[src/rtl/uart_mem_loader.sv]
// uart_mem_loader
//   Loads a memory image received over a UART into a word-addressed memory,
//   then hands memory to the CPU (recv_done). A rising edge on the mem2uart
//   switch afterwards dumps the same WORDS words back out over the UART.
//
//   Optional feature: define UART_LOADER_CHECKSUM_EN to expect one extra byte
//   after the image. That byte must equal the modulo-256 sum of all image
//   bytes, otherwise frame_err is set and the whole image is reloaded.
//
// Parameters
//   DATA_W        memory word width (multiple of 8, 8..64)
//   ADDR_W        width of o_addr
//   WORDS         number of words loaded and dumped
//   BASE_ADDR     byte address of word 0 (words are spaced 4 bytes apart)
//   CLKS_PER_BIT  clk cycles per UART bit (>= 4)
//
// Ports
//   clk        single clock, rising edge
//   reset      asynchronous, active-low
//   Rx_Serial  UART receive line (idle high, asynchronous)
//   Tx_Serial  UART transmit line (idle high)
//   mem2uart   dump request switch (asynchronous level)
//   o_addr     memory byte address
//   wr_en      one-cycle memory write strobe
//   wdata      memory write data
//   rdata      memory read data, combinational from o_addr
//   recv_done  image loaded; CPU owns memory while high
//   send_done  dump complete
//   frame_err  sticky: stop bit sampled low (or checksum mismatch)
module uart_mem_loader #(
  parameter int          DATA_W       = 32,
  parameter int          ADDR_W       = 32,
  parameter int          WORDS        = 256,
  parameter logic [63:0] BASE_ADDR    = 64'd0,
  parameter int          CLKS_PER_BIT = 868
) (
  input  logic              clk,
  input  logic              reset,
  input  logic              Rx_Serial,
  output logic              Tx_Serial,
  input  logic              mem2uart,
  output logic [ADDR_W-1:0] o_addr,
  output logic              wr_en,
  output logic [DATA_W-1:0] wdata,
  input  logic [DATA_W-1:0] rdata,
  output logic              recv_done,
  output logic              send_done,
  output logic              frame_err
);

  localparam int              BYTES     = DATA_W / 8;
  localparam int              CW        = $clog2(CLKS_PER_BIT);
  localparam logic [CW-1:0]   CNT_LAST  = CW'(CLKS_PER_BIT - 1);
  localparam logic [CW-1:0]   CNT_HALF  = CW'(CLKS_PER_BIT / 2 - 1);
  localparam logic [2:0]      LAST_BYTE = 3'(BYTES - 1);
  localparam logic [ADDR_W-1:0] BASE    = BASE_ADDR[ADDR_W-1:0];
  localparam logic [ADDR_W-1:0] LAST_IDX = ADDR_W'(WORDS - 1);

`ifdef UART_LOADER_CHECKSUM_EN
  typedef enum logic [2:0] {LOAD, WRITE, CHECK, DONE, DUMP_RD, DUMP_TX, DUMP_END} state_t;
  localparam state_t LOAD_NEXT = CHECK;
`else
  typedef enum logic [2:0] {LOAD, WRITE, DONE, DUMP_RD, DUMP_TX, DUMP_END} state_t;
  localparam state_t LOAD_NEXT = DONE;
`endif

  typedef enum logic [1:0] {RX_IDLE, RX_START, RX_DATA, RX_STOP} rx_state_t;

  function automatic logic [ADDR_W-1:0] word_addr(input logic [ADDR_W-1:0] i);
    return BASE + (i << 2);
  endfunction

  // ---------------------------------------------------------------------
  // Input synchronizers (line idles high, switch idles low)
  // ---------------------------------------------------------------------
  logic rx_meta, rx_s, rx_prev;
  logic sw_meta, sw_s, sw_prev;
  logic sw_rise;

  always_ff @(posedge clk or negedge reset) begin
    if (!reset) begin
      rx_meta <= 1'b1;
      rx_s    <= 1'b1;
      rx_prev <= 1'b1;
      sw_meta <= 1'b0;
      sw_s    <= 1'b0;
      sw_prev <= 1'b0;
    end else begin
      rx_meta <= Rx_Serial;
      rx_s    <= rx_meta;
      rx_prev <= rx_s;
      sw_meta <= mem2uart;
      sw_s    <= sw_meta;
      sw_prev <= sw_s;
    end
  end

  assign sw_rise = sw_s & ~sw_prev;

  // ---------------------------------------------------------------------
  // UART receiver
  // ---------------------------------------------------------------------
  rx_state_t     rx_state, rx_state_n;
  logic [CW-1:0] rx_cnt, rx_cnt_n;
  logic [2:0]    rx_bit, rx_bit_n;
  logic [7:0]    rx_shift, rx_shift_n;
  logic          rx_valid;
  logic          rx_ferr;

  always_ff @(posedge clk or negedge reset) begin
    if (!reset) begin
      rx_state <= RX_IDLE;
      rx_cnt   <= '0;
      rx_bit   <= '0;
      rx_shift <= '0;
    end else begin
      rx_state <= rx_state_n;
      rx_cnt   <= rx_cnt_n;
      rx_bit   <= rx_bit_n;
      rx_shift <= rx_shift_n;
    end
  end

  always_comb begin
    rx_state_n = rx_state;
    rx_cnt_n   = rx_cnt;
    rx_bit_n   = rx_bit;
    rx_shift_n = rx_shift;
    rx_valid   = 1'b0;
    rx_ferr    = 1'b0;
    case (rx_state)
      RX_IDLE: begin
        if (rx_prev && !rx_s) begin
          rx_state_n = RX_START;
          rx_cnt_n   = '0;
        end
      end
      RX_START: begin
        // A start bit that is no longer low at mid-bit was a glitch.
        if (rx_cnt == CNT_HALF) begin
          rx_cnt_n   = '0;
          rx_bit_n   = '0;
          rx_state_n = rx_s ? RX_IDLE : RX_DATA;
        end else begin
          rx_cnt_n = rx_cnt + CW'(1);
        end
      end
      RX_DATA: begin
        if (rx_cnt == CNT_LAST) begin
          rx_cnt_n   = '0;
          rx_shift_n = {rx_s, rx_shift[7:1]};
          rx_bit_n   = rx_bit + 3'd1;
          if (rx_bit == 3'd7) rx_state_n = RX_STOP;
        end else begin
          rx_cnt_n = rx_cnt + CW'(1);
        end
      end
      RX_STOP: begin
        if (rx_cnt == CNT_LAST) begin
          rx_cnt_n   = '0;
          rx_state_n = RX_IDLE;
          if (rx_s) rx_valid = 1'b1;
          else      rx_ferr  = 1'b1;
        end else begin
          rx_cnt_n = rx_cnt + CW'(1);
        end
      end
      default: rx_state_n = RX_IDLE;
    endcase
  end

  // ---------------------------------------------------------------------
  // Main control FSM
  // ---------------------------------------------------------------------
  state_t              state, state_n;
  logic [ADDR_W-1:0]   idx;
  logic [2:0]          byte_idx;
  logic [CW-1:0]       tx_cnt;
  logic [3:0]          tx_bit;
  logic [2:0]          tx_byte;
  logic [DATA_W-1:0]   tx_word;
  logic                tx_q;
  logic                tx_frame_end;
  logic                tx_next_bit;
  logic                csum_ok;

`ifdef UART_LOADER_CHECKSUM_EN
  logic [7:0] csum;

  always_ff @(posedge clk or negedge reset) begin
    if (!reset) begin
      csum <= '0;
    end else if (rx_valid) begin
      if (state == LOAD)             csum <= csum + rx_shift;
      else if (state == CHECK && !csum_ok) csum <= '0;
    end
  end

  assign csum_ok = (rx_shift == csum);
`else
  assign csum_ok = 1'b1;
`endif

  assign tx_frame_end = (tx_cnt == CNT_LAST) && (tx_bit == 4'd9);
  // Bit after the current one: data bit tx_bit (0..7) or the stop bit.
  assign tx_next_bit  = (tx_bit == 4'd8) ? 1'b1 : tx_word[tx_bit[2:0]];
  assign Tx_Serial    = tx_q;

  always_ff @(posedge clk or negedge reset) begin
    if (!reset) state <= LOAD;
    else        state <= state_n;
  end

  always_comb begin
    state_n   = state;
    wr_en     = 1'b0;
    recv_done = 1'b0;
    case (state)
      LOAD: begin
        if (rx_valid && byte_idx == LAST_BYTE) state_n = WRITE;
      end
      WRITE: begin
        wr_en   = 1'b1;
        state_n = (idx == LAST_IDX) ? LOAD_NEXT : LOAD;
      end
`ifdef UART_LOADER_CHECKSUM_EN
      CHECK: begin
        if (rx_valid) state_n = csum_ok ? DONE : LOAD;
      end
`endif
      DONE: begin
        recv_done = 1'b1;
        if (sw_rise) state_n = DUMP_RD;
      end
      DUMP_RD: begin
        recv_done = 1'b1;
        state_n   = DUMP_TX;
      end
      DUMP_TX: begin
        recv_done = 1'b1;
        if (tx_frame_end && tx_byte == LAST_BYTE)
          state_n = (idx == LAST_IDX) ? DUMP_END : DUMP_RD;
      end
      DUMP_END: begin
        recv_done = 1'b1;
        state_n   = DONE;
      end
      default: state_n = LOAD;
    endcase
  end

  // ---------------------------------------------------------------------
  // Datapath: word assembly, addressing, transmitter, status flags
  // ---------------------------------------------------------------------
  always_ff @(posedge clk or negedge reset) begin
    if (!reset) begin
      idx       <= '0;
      byte_idx  <= '0;
      o_addr    <= BASE;
      wdata     <= '0;
      send_done <= 1'b0;
      frame_err <= 1'b0;
      tx_q      <= 1'b1;
      tx_cnt    <= '0;
      tx_bit    <= '0;
      tx_byte   <= '0;
      tx_word   <= '0;
    end else begin
      if (rx_ferr) frame_err <= 1'b1;
      case (state)
        LOAD: begin
          if (rx_valid) begin
            wdata[{byte_idx, 3'b000} +: 8] <= rx_shift;
            if (byte_idx == LAST_BYTE) begin
              byte_idx <= '0;
              o_addr   <= word_addr(idx);
            end else begin
              byte_idx <= byte_idx + 3'd1;
            end
          end
        end
        WRITE: idx <= idx + ADDR_W'(1);
`ifdef UART_LOADER_CHECKSUM_EN
        CHECK: begin
          if (rx_valid && !csum_ok) begin
            frame_err <= 1'b1;
            idx       <= '0;
          end
        end
`endif
        DONE: begin
          if (sw_rise) begin
            send_done <= 1'b0;
            idx       <= '0;
            o_addr    <= BASE;
          end
        end
        DUMP_RD: begin
          // o_addr was set on entry, so rdata is valid this cycle.
          tx_word <= rdata;
          tx_q    <= 1'b0;
          tx_cnt  <= '0;
          tx_bit  <= '0;
          tx_byte <= '0;
        end
        DUMP_TX: begin
          if (tx_cnt == CNT_LAST) begin
            tx_cnt <= '0;
            if (tx_bit == 4'd9) begin
              tx_bit <= '0;
              if (tx_byte == LAST_BYTE) begin
                tx_q <= 1'b1;
                if (idx != LAST_IDX) begin
                  idx    <= idx + ADDR_W'(1);
                  o_addr <= word_addr(idx + ADDR_W'(1));
                end
              end else begin
                // Next byte starts immediately with its start bit.
                tx_byte <= tx_byte + 3'd1;
                tx_word <= tx_word >> 8;
                tx_q    <= 1'b0;
              end
            end else begin
              tx_bit <= tx_bit + 4'd1;
              tx_q   <= tx_next_bit;
            end
          end else begin
            tx_cnt <= tx_cnt + CW'(1);
          end
        end
        DUMP_END: send_done <= 1'b1;
        default: ;
      endcase
    end
  end

endmodule
[config.mk]
export PLATFORM = sky130hd
export DESIGN_NAME = uart_mem_loader
export DESIGN_NICKNAME = d
export VERILOG_FILES = /design/src/rtl/uart_mem_loader.sv
export SDC_FILE = /design/constraint.sdc
export NUM_CORES = 1
export LEC_CHECK = 0
export ABC_AREA = 1
export CAP_MARGIN = 20
export CORE_MARGIN = 2
export CORE_UTILIZATION = 30
export CTS_BUF_LIST = sky130_fd_sc_hd__clkbuf_8
export DETAILED_ROUTE_END_ITERATION = 16
export PLACE_DENSITY_LB_ADDON = 0.25
export SLEW_MARGIN = 20
export SYNTH_ARGS = -nofsm -noshare
export SYNTH_HDL_FRONTEND = slang
export SYNTH_SLANG_ARGS = --single-unit
[constraint.sdc]
create_clock -name clk -period 2.4 [get_ports clk]
set_input_delay 0.72 -clock clk [delete_from_list [all_inputs] [get_ports clk]]
set_output_delay 0.72 -clock clk [all_outputs]
set_load 0.01 [all_outputs]
-- Yosys cells after proc, flatten, opt, wreduce, memory -nomap -nowiden
Index checks and enable logic that the tools add are counted.
- logic and storage cells: 157
- output and inout bits: 69
- input port bits: 36
- register bits: 183
- bitwise gates (word level): 2
- add/subtract/negate cells: 8
- equality and inequality tests: 33
- order comparisons: 1
- reduce and logical (&&, ||, !) cells: 24
- shifts and indexed selects: 2
- mux-type cells: 65
- operators with widths (operator ; number):
    $mux 32 ; 14
    $pmux 32 s3 ; 2
    $pmux 32 s2 ; 1
    $mux 10 ; 4
    $add 32x1->32 const B ; 1
    $bwmux 32 ; 1
    $eq 32x8->1 const B ; 1
    $ne 32x8->1 const B ; 1
    $shift 8x8->32 const A ; 1
    $shiftx 8x8->32 ; 1
    $mux 3 ; 10
    $ne 2x2->1 const B ; 15
    $pmux 10 s3 ; 1
    $add 10x1->10 const B ; 2
    $eq 10x10->1 const B ; 2
    $pmux 10 s2 ; 1
    $pmux 3 s6 ; 1
    $mux 1 ; 14
    $mux 2 ; 7
    $eq 3x2->1 const B ; 4
    $pmux 3 s2 ; 2
    $eq 10x9->1 const B ; 1
    $add 3x1->3 const B ; 3
    $eq 3x3->1 const B ; 3
    28 further kinds ; 42

-- Logic depth before layout (Yosys ltp)
Gate-level depths: netlist of run 1.
- depth in word-level cells: 6
- depth in mapped cells: 12
- gate-level depth less buffers: 11

-- Worst setup path before layout of run 1
OpenSTA, ideal clock, no wires.
- path kind: register -> register
- start: reg byte_idx[0]
- end: reg wdata[14]
- clock period less this slack: 2027 ps
- arrival: 1906 ps
- setup slack: 373 ps
- cell stages (with the launch flop): 11
- data required time: 2279 ps
- buffers on the path: 2
- library setup time: 121 ps
- cell sequence: dfrtp_1 > inv_2 > ha_1 > ha_1 > clkbuf_1 > inv_1 > nor3_1 > nand2_1 > buf_2 > nand2_1 > o21ai_1
- word-level cells in the longest chain between the ends: 3
- elaborated cells between the ends (all ways): 4
- those cells by class: add/sub (1); shift (2); mux (1)
- RTL lines (item ; line ; text):
    start: declaration ; 177 ; logic [2:0] byte_idx;
    start signal: assignment ; 278 ; byte_idx <= byte_idx + 3'd1;
    $neg 6->8 (*) ; 273 ; wdata[{byte_idx, 3'b000} +: 8] <= rx_shift;
    $shiftx 8x8->32 or $shift 8x8->32 (tied branches) ; 273 ;
    $bwmux 32 (*) ; 273 ;
    end signal: indexed assignment ; 273 ;
    end: declaration ; 44 ; output logic [DATA_W-1:0] wdata,
Mark *: on every way between the ends. The rest lies on a longest branch, timed or not.
A chain may end at the register's enable or synchronous reset.

-- Final worst setup path of run 1
- start: reg tx_q, in the netlist Tx_Serial
- end: out Tx_Serial
- RTL lines (item ; line ; text):
    start: declaration ; 182 ; logic tx_q;
    start signal: assignment ; 325 ; tx_q <= tx_next_bit;
    end: declaration ; 40 ; output logic Tx_Serial,
No word-level cell between the ends.

==> results of run 1 <==
power breakdown:
| part | switching (mW) | leakage, nW | internal (mW) | total (mW) |
|---|---|---|---|---|
| sequential | 0.0462 | 2.33 | 3.09 | 3.14 |
| clock | 1.39 | 0.226 | 0.933 | 2.33 |
| combinational | 0.251 | 2.88 | 0.139 | 0.390 |
logic make-up (layout without fill, tap and decap cells):
kind of cell             after synthesis  after routing  share of synthesized area (%)
adder cells (fa/ha/maj)               14             14                           1.80
other                                  1              2                         0.0385
AO/OA/AOI/OAI                        242            242                           12.9
flip-flops                           181            181                           46.6
buffers and inverters                197            308                           8.35
XOR/XNOR                               7              7                          0.630
AND/OR/NAND/NOR                      685            685                           29.7
layer usage:
layer	track usage [%]	vias up	wire [µm]
met5	0	-	0
met4	4.06	0	376
met3	3.60	25	1230
met2	24.9	164	11200
met1	22.3	4074	13000
li1	-	4505	-
worst min-delay path by stage:
stage,endpoint,slack (ns),cells past startpoint
5_1_grt,tx_word[16]$_DFFE_PN0P_,0.08,1
3_5_place_dp,sw_s$_DFF_PN0_,0.34,0
2_1_floorplan,sw_s$_DFF_PN0_,0.33,0
6_report,tx_word[25]$_DFFE_PN0P_,0.11,1
3_3_place_gp,sw_s$_DFF_PN0_,0.34,0
4_1_cts,tx_word[25]$_DFFE_PN0P_,0.1,1
placed cells by master (no fill, tap or decap), types with 8 or more instances in the layout:
cell	n
nand2_1	420
dfrtp_1	176
inv_1	134
nand3_1	130
o21ai_1	115
clkdlybuf4s50_1	99
o21ai_0	97
nor2_1	86
buf_4	20
nand4_1	18
clkbuf_8	18
ha_1	14
inv_2	12
nor3_1	9
o22ai_1	8
a21oi_1	8
registers in the layout (all words and copies together) (netlist names), 3 cells and up, named ones only:
register and count:
idx 32, rx_bit 3, tx_word 32, wdata 32, byte_idx 3, tx_bit 4
rx_cnt 10, tx_cnt 10, o_addr 30, state 3, tx_byte 3, rx_shift 8
repair_timing:
item	in CTS	in global routing
pin swaps	0	0
setup endpoints to repair	2	11
gates resized for setup	3	2
buffers inserted	1	0
final cells by class:
type                            instances  area, µm²
Inverter                              148        556
Fill cell                            3412      20000
Multi-Input combinational cell        950       4400
Tap cell                              402        503
Sequential cell                       181       4540
Timing Repair Buffer                  128       1290
Clock buffer                           17        234
Clock inverter                         15        223
==> metrics.cfg, run 1 <==
[synthesis]
avgSynthCellArea_um2=7.34
ys_warn_count=0
yosysMostFrequentCell=nand2_1
synth_edf_count=0
synth_area_leader_cell=dfrtp_1
yosysUniqueCellTypes=37
netlist.area_leader.share_pct=45.5
async_flop_share_pct=100
ys.flop_type=dfrtp_1
synth_area_leaders=dfrtp_1 (46%), nand2_1 (16%), nand3_1 (6.7%)
synthCells=1327
netlist_area_mm2=0.00973
synth_common_cells=nand2_1 (420), dfrtp_1 (177), inv_1 (134), nand3_1 (130), o21ai_1 (115)
ys_seq_area_share_pct=46.6
yosys_register_bits=181

[routing]
routed_via_density=4.76
wl_per_cell_um=14.0
routed_wl_um=25800
route.detailed.drc=0
vias=8768
drtPass1Iterations=5
drtIter0Drc=567
ant_nets=0

[cts]
clock_path_buffers=2
hold_buffers=0
cts_tree=built
cts_inserted_buffers=17
root_buffer=clkbuf_8
insertion_delay_ns=0.49
clock-sinks=181
htree_levels=4
clk_pin_slew_ns=0.12

[cells_and_area]
drive_above_1_share_pct=6.74
layoutNonFillerInstCount=1841
syn2layout_area_growth_pct=20.6
utilization_pct=37.0
postLayoutCellArea_mm2=0.0117
nNetsFinal=1476
diodes=0

[grt]
grt_use_total_pct=15.9
overflow=0
grt_pass1_wl_um=43400
antenna_found_initial=0
grt_start_max_net_pins=64
grt_pass1_vias=8551

[placement]
postPlaceCellArea_mm2=0.0113
gp_congestion=0.873
numPortBuffers=102
hpwl_um=18800
numPlacedInstances=1808
post-place-ws_ns=0.239

[timing]
fin_tns_setup_ns=0
period_minus_slack_ns=2.32
worst_pin_slew_ns=0.561
rsz0062_at_grt=yes
hold_viol_final=0
maxSlewViolCount=0
finalClockSkew_ns=0.0312
fin_crit_sh_pct=96.5
fin_ws_ns=0.0839
max-slew-margin-rel_pct=62.3
setup_viol=0
fmax_mhz=432
holdWs_ns=0.106

[outcome]
status=complete, no violations

[floorplan]
initial_core_util_pct=30.7
dieArea_mm2=0.0339
die_w_um=184
fp.dieH_um=184
num_io_pins=105
core_mm2=0.0317
rows=65

[critical_path]
crit_buf_inv=1
rr_worst_depth=11
path_max_fanout=2
r2r_start=idx[0]$_DFFE_PN0P_
rrSetupSlack_ns=0.20
cp-startpoint=Tx_Serial$_DFFE_PN1P_
cpPeakStageDelay_ns=0.57
path_depth=1
crit_required_ns=1.68
startpoint_type=flip-flop
crit_chain=clkdlybuf4s50_1
reg2reg_to=o_addr[21]$_DFFE_PN0P_
endpoint=Tx_Serial
critPathTopFamily=flip-flops
worstPathArrival_ns=1.60
worstSetupPathType=flip-flop to primary output
crit_slowest_cell=dfstp_2
cp-end-kind=primary output

[power]
powerDensity_mw_per_mm2=499
power_mw=5.86
ir_drop_mv=0.302
p_leak_nw=5.44

[run]
maxCapViolations=0

[min_path]
hp-class=input port to async pin

Note: power is estimated with default switching activity, not from simulation.
==> run 2, diff against run 1 <==
--- a/config.mk
+++ b/config.mk
@@ -6,13 +6,13 @@
 export NUM_CORES = 1
 export LEC_CHECK = 0
 export ABC_AREA = 1
+export ABC_CLOCK_PERIOD_IN_PS = 2400
 export CAP_MARGIN = 20
 export CORE_MARGIN = 2
 export CORE_UTILIZATION = 30
 export CTS_BUF_LIST = sky130_fd_sc_hd__clkbuf_8
 export DETAILED_ROUTE_END_ITERATION = 16
 export PLACE_DENSITY_LB_ADDON = 0.25
-export SLEW_MARGIN = 20
 export SYNTH_ARGS = -nofsm -noshare
 export SYNTH_HDL_FRONTEND = slang
 export SYNTH_SLANG_ARGS = --single-unit
==> results of run 2 <==
The final DEF is identical to that of run 1; final timing and power are the same.
==> run 3, diff against run 2 <==
--- a/config.mk
+++ b/config.mk
@@ -7,8 +7,6 @@
 export LEC_CHECK = 0
 export ABC_AREA = 1
 export ABC_CLOCK_PERIOD_IN_PS = 2400
-export CAP_MARGIN = 20
-export CORE_MARGIN = 2
 export CORE_UTILIZATION = 30
 export CTS_BUF_LIST = sky130_fd_sc_hd__clkbuf_8
 export DETAILED_ROUTE_END_ITERATION = 16
==> metrics.cfg, run 3 (same netlist as run 1, synthesis figures left out) <==
[routing]
drtIter0Drc=548  ; -3.4%
vias=8817  ; +0.56%
routed_wl_um=25900  ; +0.56%
ant_nets=0  ; unchanged
route.detailed.drc=0  ; unchanged
routed_via_density=4.79  ; +0.50%
wl_per_cell_um=14.1  ; +0.50%
drtPass1Iterations=5  ; unchanged

[critical_path]
rr_worst_depth=10  ; -1
path_max_fanout=3  ; +1
worstSetupPathType=flip-flop to primary output
r2r_start=idx[0]$_DFFE_PN0P_
crit_slowest_cell=dfrtp_2
endpoint=recv_done
startpoint_type=flip-flop
worstPathArrival_ns=1.59  ; about the same
rrSetupSlack_ns=0.30  ; +0.10 ns
cpPeakStageDelay_ns=0.43  ; -0.14 ns
cp-startpoint=state[2]$_DFFE_PN0P_
crit_required_ns=1.68  ; about the same
reg2reg_to=idx[17]$_DFFE_PN0P_
crit_chain=buf_4 -> nand3_1 -> nand3_2 -> dlygate4sd2_1
cp-end-kind=primary output

[floorplan]
fp.dieH_um=182  ; -1.1%
dieArea_mm2=0.0332  ; -2.2%
rows=65  ; unchanged
initial_core_util_pct=30.7  ; unchanged
core_mm2=0.0317  ; unchanged
die_w_um=182  ; -1.1%
num_io_pins=105  ; unchanged

[power]
p_sw_share_pct=29.8  ; +0.85 points
switchingPower_mw=1.72  ; +1.9%
p_leak_nw=5.44  ; about the same
internal-power_mw=4.07  ; -2.2%
seqPwrFrac_pct=54.2  ; +0.6 points
powerDensity_mw_per_mm2=495  ; -0.74%
pwr-share-comb_pct=6.8  ; about the same
clkPwrFrac_pct=38.9  ; -0.9 points
ir_drop_mv=0.295  ; -2.3%

[cts]
cts_tree=built
clock-sinks=181  ; unchanged
hold_buffers=0  ; unchanged
root_buffer=clkbuf_8
htree_levels=4  ; unchanged
cts_inserted_buffers=17  ; unchanged
clk_pin_slew_ns=0.12  ; about the same
clock_path_buffers=2  ; unchanged
insertion_delay_ns=0.49  ; about the same

[cells_and_area]
syn2layout_area_growth_pct=20.3
largestRegisters=idx (32), tx_word (32), wdata (32)
final_cell_mix=nand2_1 (420), dfrtp_1 (176), inv_1 (134), nand3_1 (129), o21ai_1 (115)
drive_above_1_share_pct=6.88  ; +0.13 points
postLayoutCellArea_mm2=0.0117  ; -0.29%
fillers=3405  ; -0.21%
nNetsFinal=1477  ; +0.068%
utilization_pct=36.9  ; -0.11 points
multi_input_area_mm2=0.00440  ; about the same
final_common_cell=nand2_1
seq_area_mm2=0.00454  ; unchanged
diodes=0  ; unchanged

[timing]
maxSlewViolCount=0  ; unchanged
fin_tns_setup_ns=0  ; unchanged
holdWs_ns=0.203  ; +0.0969 ns
hold_viol_final=0  ; unchanged
fin_crit_sh_pct=96.1  ; -0.39 points
rsz0062_at_grt=no
setup_viol=0  ; unchanged
finalClockSkew_ns=0.0311  ; -0.0000747 ns
max-slew-margin-rel_pct=61.7  ; -0.67 points
fmax_mhz=434  ; +0.41%
period_minus_slack_ns=2.31  ; -0.00936 ns
worst_pin_slew_ns=0.575  ; +0.0139 ns

[outcome]
status=complete, no violations

[run]
maxCapViolations=0  ; unchanged

[grt]
grt_start_max_net_pins=64  ; unchanged
grt_use_total_pct=16.4  ; +0.44 points
overflow=0  ; unchanged
grt_pass1_wl_um=43900  ; +1.3%
grt_pass1_vias=8595  ; +0.51%
antenna_found_initial=0  ; unchanged

[placement]
hpwl_um=18900  ; +0.56%
postPlaceCellArea_mm2=0.0113  ; -0.16%
numPortBuffers=102  ; unchanged
gp_congestion=0.928  ; +6.4%

[min_path]
hp-class=input port to async pin

[run 3: metrics by stage]
step / instances / power [mW] / setup WS [ns]
2_1_floorplan: 1328 / 3.39 / 0.373
3_3_place_gp: 1809 / 3.60 / 0.340
3_5_place_dp: 1809 / 3.60 / 0.319
4_1_cts: 1842 / 5.89 / 0.0177
5_1_grt: 1842 / 6.06 / 0.00782
6_report: 1842 / 5.80 / 0.0933
[run 3: worst min path at each step]
stage	end	slack, ns	cells past startpoint
finish	tx_word[17]$_DFFE_PN0P_	0.20	1
global route	tx_word[17]$_DFFE_PN0P_	0.21	1
CTS	tx_word[17]$_DFFE_PN0P_	0.21	1
detailed placement	sw_s$_DFF_PN0_	0.36	0
global placement	sw_s$_DFF_PN0_	0.34	0
floorplan	sw_s$_DFF_PN0_	0.33	0
[run 3: power by group through the flow]
stage	clock network, mW	logic [mW]	registers, mW
CTS	2.34	0.404	3.14
global route	2.46	0.456	3.15
finish	2.26	0.397	3.14
floorplan	0	0.198	3.19
detailed placement	0	0.402	3.20
global placement	0	0.402	3.20
[run 3: metal layers]
layer / GRT usage (%) / vias up / part of all wire [%]
met3: 3.53 / 16 / 4.8
met2: 25.6 / 194 / 44
met5: 0 / - / 0
met4: 3.66 / 0 / 1.1
met1: 23.1 / 4104 / 50
li1: - / 4503 / -
[run 3: repair_timing]
item | in CTS | in global routing
gates resized for setup | 3 | 1
buffers inserted | 1 | 0
endpoints found under the setup margin | 2 | 1
[run 3: final cells by class]
class / instances / share of cell area (%)
sequential: 181 / 38.7
clock buffer: 17 / 2.00
clock inverter: 15 / 1.81
multi-input combinational: 950 / 37.5
timing repair buffer: 129 / 10.9
tap: 402 / 4.30
inverter: 148 / 4.74
[run 3: critical path, delay by kind of cell, from the launching register on]
kind	cells	cell delay, ns
and+or+nand+nor	2	0.23
DFF	1	0.43
buffers and inverters	2	0.46
==> variant, RTL diff (flow settings as in run 2) <==
Change the parameter `ADDR_W` from 32 to 24.
--- a/src/rtl/uart_mem_loader.sv
+++ b/src/rtl/uart_mem_loader.sv
@@ -29,7 +29,7 @@
 //   frame_err  sticky: stop bit sampled low (or checksum mismatch)
 module uart_mem_loader #(
   parameter int          DATA_W       = 32,
-  parameter int          ADDR_W       = 32,
+  parameter int          ADDR_W       = 24,
   parameter int          WORDS        = 256,
   parameter logic [63:0] BASE_ADDR    = 64'd0,
   parameter int          CLKS_PER_BIT = 868
Interface: changed (resized o_addr); port bits go from 105 to 97. The function was not compared with the original's and may differ.
==> variant against run 2 <==
Setup slack better by 0.034 ns; first-iteration DRC count down 7.8%; sequential power shrank 7.6%; power fell by 7.9%; largest power group unchanged; critical path type unchanged; cell area decreased by 8.0%; area after synthesis down 8.0%; critical endpoint unchanged; sequential cell count is 16 lower; routed wire length decreased by 13%.
==> variant: results (changes against run 2) <==
[run_status]
status=completed  ; unchanged

[synth]
synthTopCellsByArea=dfrtp_1 45%, nand2_1 16%, o21ai_0 5.9%, inv_1 5.2%, nand3_1 5.1%  ; was dfrtp_1 46%, nand2_1 16%, nand3_1 6.7%, o21ai_1 5.9%, inv_1 5.2%
yosysWarnings=0  ; unchanged
synthMuxAreaShare_pct=0  ; unchanged
synth_fa_ha_area_share_pct=1.96  ; was 1.80%
ys_seq_area_share_pct=46.2  ; was 46.6%
synthArstFlopShare_pct=100  ; unchanged
ys_top_cells_by_count=378 x nand2_1, 161 x dfrtp_1, 123 x inv_1  ; was 420 x nand2_1, 177 x dfrtp_1, 134 x inv_1
ys_types=45  ; was 37
synth_top_flop_cell=dfrtp_1  ; unchanged
synth-compound-area-share_pct=11.5  ; was 12.9%
synthXorXnorAreaFrac_pct=0.782  ; was 0.630%

[sta]
clock-skew-final_ns=0.0191  ; was 0.0312 ns

[worst_hold_path]
hp-class=in -> async  ; unchanged

[layout]
num_antenna_cells=0  ; unchanged
drive_gt1_share_pct=11.4  ; was 6.74%
fillCellCount=3168  ; was 3,412
nets=1317  ; was 1,476
top_regs=tx_word x32, wdata x32, idx x24  ; was idx x32, tx_word x32, wdata x32

[critical_path]
max_stage_delay_ns=0.56
timing.rr.start=state[1]  ; was idx[0]
r2r_slack_ns=0.31  ; was 0.20 ns
path_delay_family=flip-flops  ; unchanged
cp_max_fo=2  ; unchanged
r2r_cells=12  ; was 11
r2r-end=idx[2]  ; was o_addr[21]
cp_data_arrival_time_ns=1.56  ; was 1.60 ns
crit_slowest_cell=dfstp_2  ; unchanged

[place]
dp_hpwl_mm=16.6  ; was 18.8 mm
gp_congestion=0.854  ; was 0.873
io_buffers=94  ; was 102

[routing]
drt-total-wl_mm=22.3  ; was 25.8 mm
dr.pass1.iters=5  ; unchanged
drtIter0Drc=523  ; was 567
vias=7702  ; was 8,768

[clock_tree]
clk_pin_slew_ns=0.10  ; was 0.12 ns
clk_path_buf_depth=2  ; unchanged
htreeDepth=4  ; unchanged
cts_buffers=17  ; unchanged
worstSkewPairLatency_ns=0.48
cts_root_buf=clkbuf_8  ; unchanged

[grt]
track_usage_pct=15.1  ; was 15.9%
grt_max_degree=65  ; was 64
grt_first_pass_wirelength_mm=37.8  ; was 43.4 mm
antenna_found_initial=0  ; unchanged
grt_pass1_vias=7265  ; was 8,551

[power]
power.leakage_nw=5.11  ; was 5.44 nW
peakVddDrop_mv=0.292  ; was 0.302 mV

==> variant: timing repair <==
action	in CTS	in global routing
resized for setup	3	8
pin swaps	0	1
endpoints found under the setup margin	2	1
setup buffers	1	4
gates cloned	0	0
==> variant: kinds of logic (layout without fill, tap and decap cells) <==
kind of cell    Yosys count  count (layout)
fa+ha+maj                14              14
xor+xnor                  8               8
simple gates            628             628
compound gates          173             173
flops                   165             165
other cells               1               2
buf+inv                 173             290
==> variant: through the flow <==
step | hold slack, ns | setup TNS, ns | instances | setup WS (ns) | cell area (µm²)
global route | 0.161 | 0 | 1670 | 0.0210 | 10800
finish | 0.173 | 0 | 1670 | 0.118 | 10800
floorplan | 0.331 | 0 | 1163 | 0.490 | 8960
detailed placement | 0.347 | 0 | 1633 | 0.242 | 10400
global placement | 0.334 | 0 | 1633 | 0.253 | 10400
CTS | 0.148 | -0.0243 | 1666 | -0.0243 | 10800
==> variant: layout make-up <==
cell class,count,area share [%]
clock inverter,15,1.42
clock buffer,17,2.17
sequential,165,38.3
multi-input combinational,825,37.6
timing repair buffer,125,11.4
tap,390,4.52
inverter,133,4.62
==> variant: how the worst max path moves through the flow <==
stage / depth (start not counted) / slack, ns / start / to
global placement: 6 / 0.25 / state[2] / recv_done
CTS: 6 / -0.02 / state[1] / recv_done
detailed placement: 6 / 0.24 / state[2] / recv_done
floorplan: 8 / 0.49 / byte_idx[0] / wdata[10]
global route: 5 / 0.02 / state[1] / wr_en
finish: 1 / 0.12 / Tx_Serial / Tx_Serial
==> variant: per-layer routing <==
layer  vias to the layer above  GRT usage (%)  share of wire (%)
met1                      3572           21.0                 49
met5                         -              0                  0
met4                         0           4.03               0.94
li1                       3958              -                  -
met3                        12           2.84                4.0
met2                       160           24.1                 46
==> variant: report_power, final <==
| group | switching, mW | internal (mW) | total, mW | leakage [nW] |
|---|---|---|---|---|
| Clock | 1.24 | 0.785 | 2.03 | 0.200 |
| Combinational | 0.299 | 0.165 | 0.464 | 2.80 |
| Sequential | 0.0683 | 2.83 | 2.90 | 2.11 |
| Total | 1.61 | 3.78 | 5.39 | 5.11 |
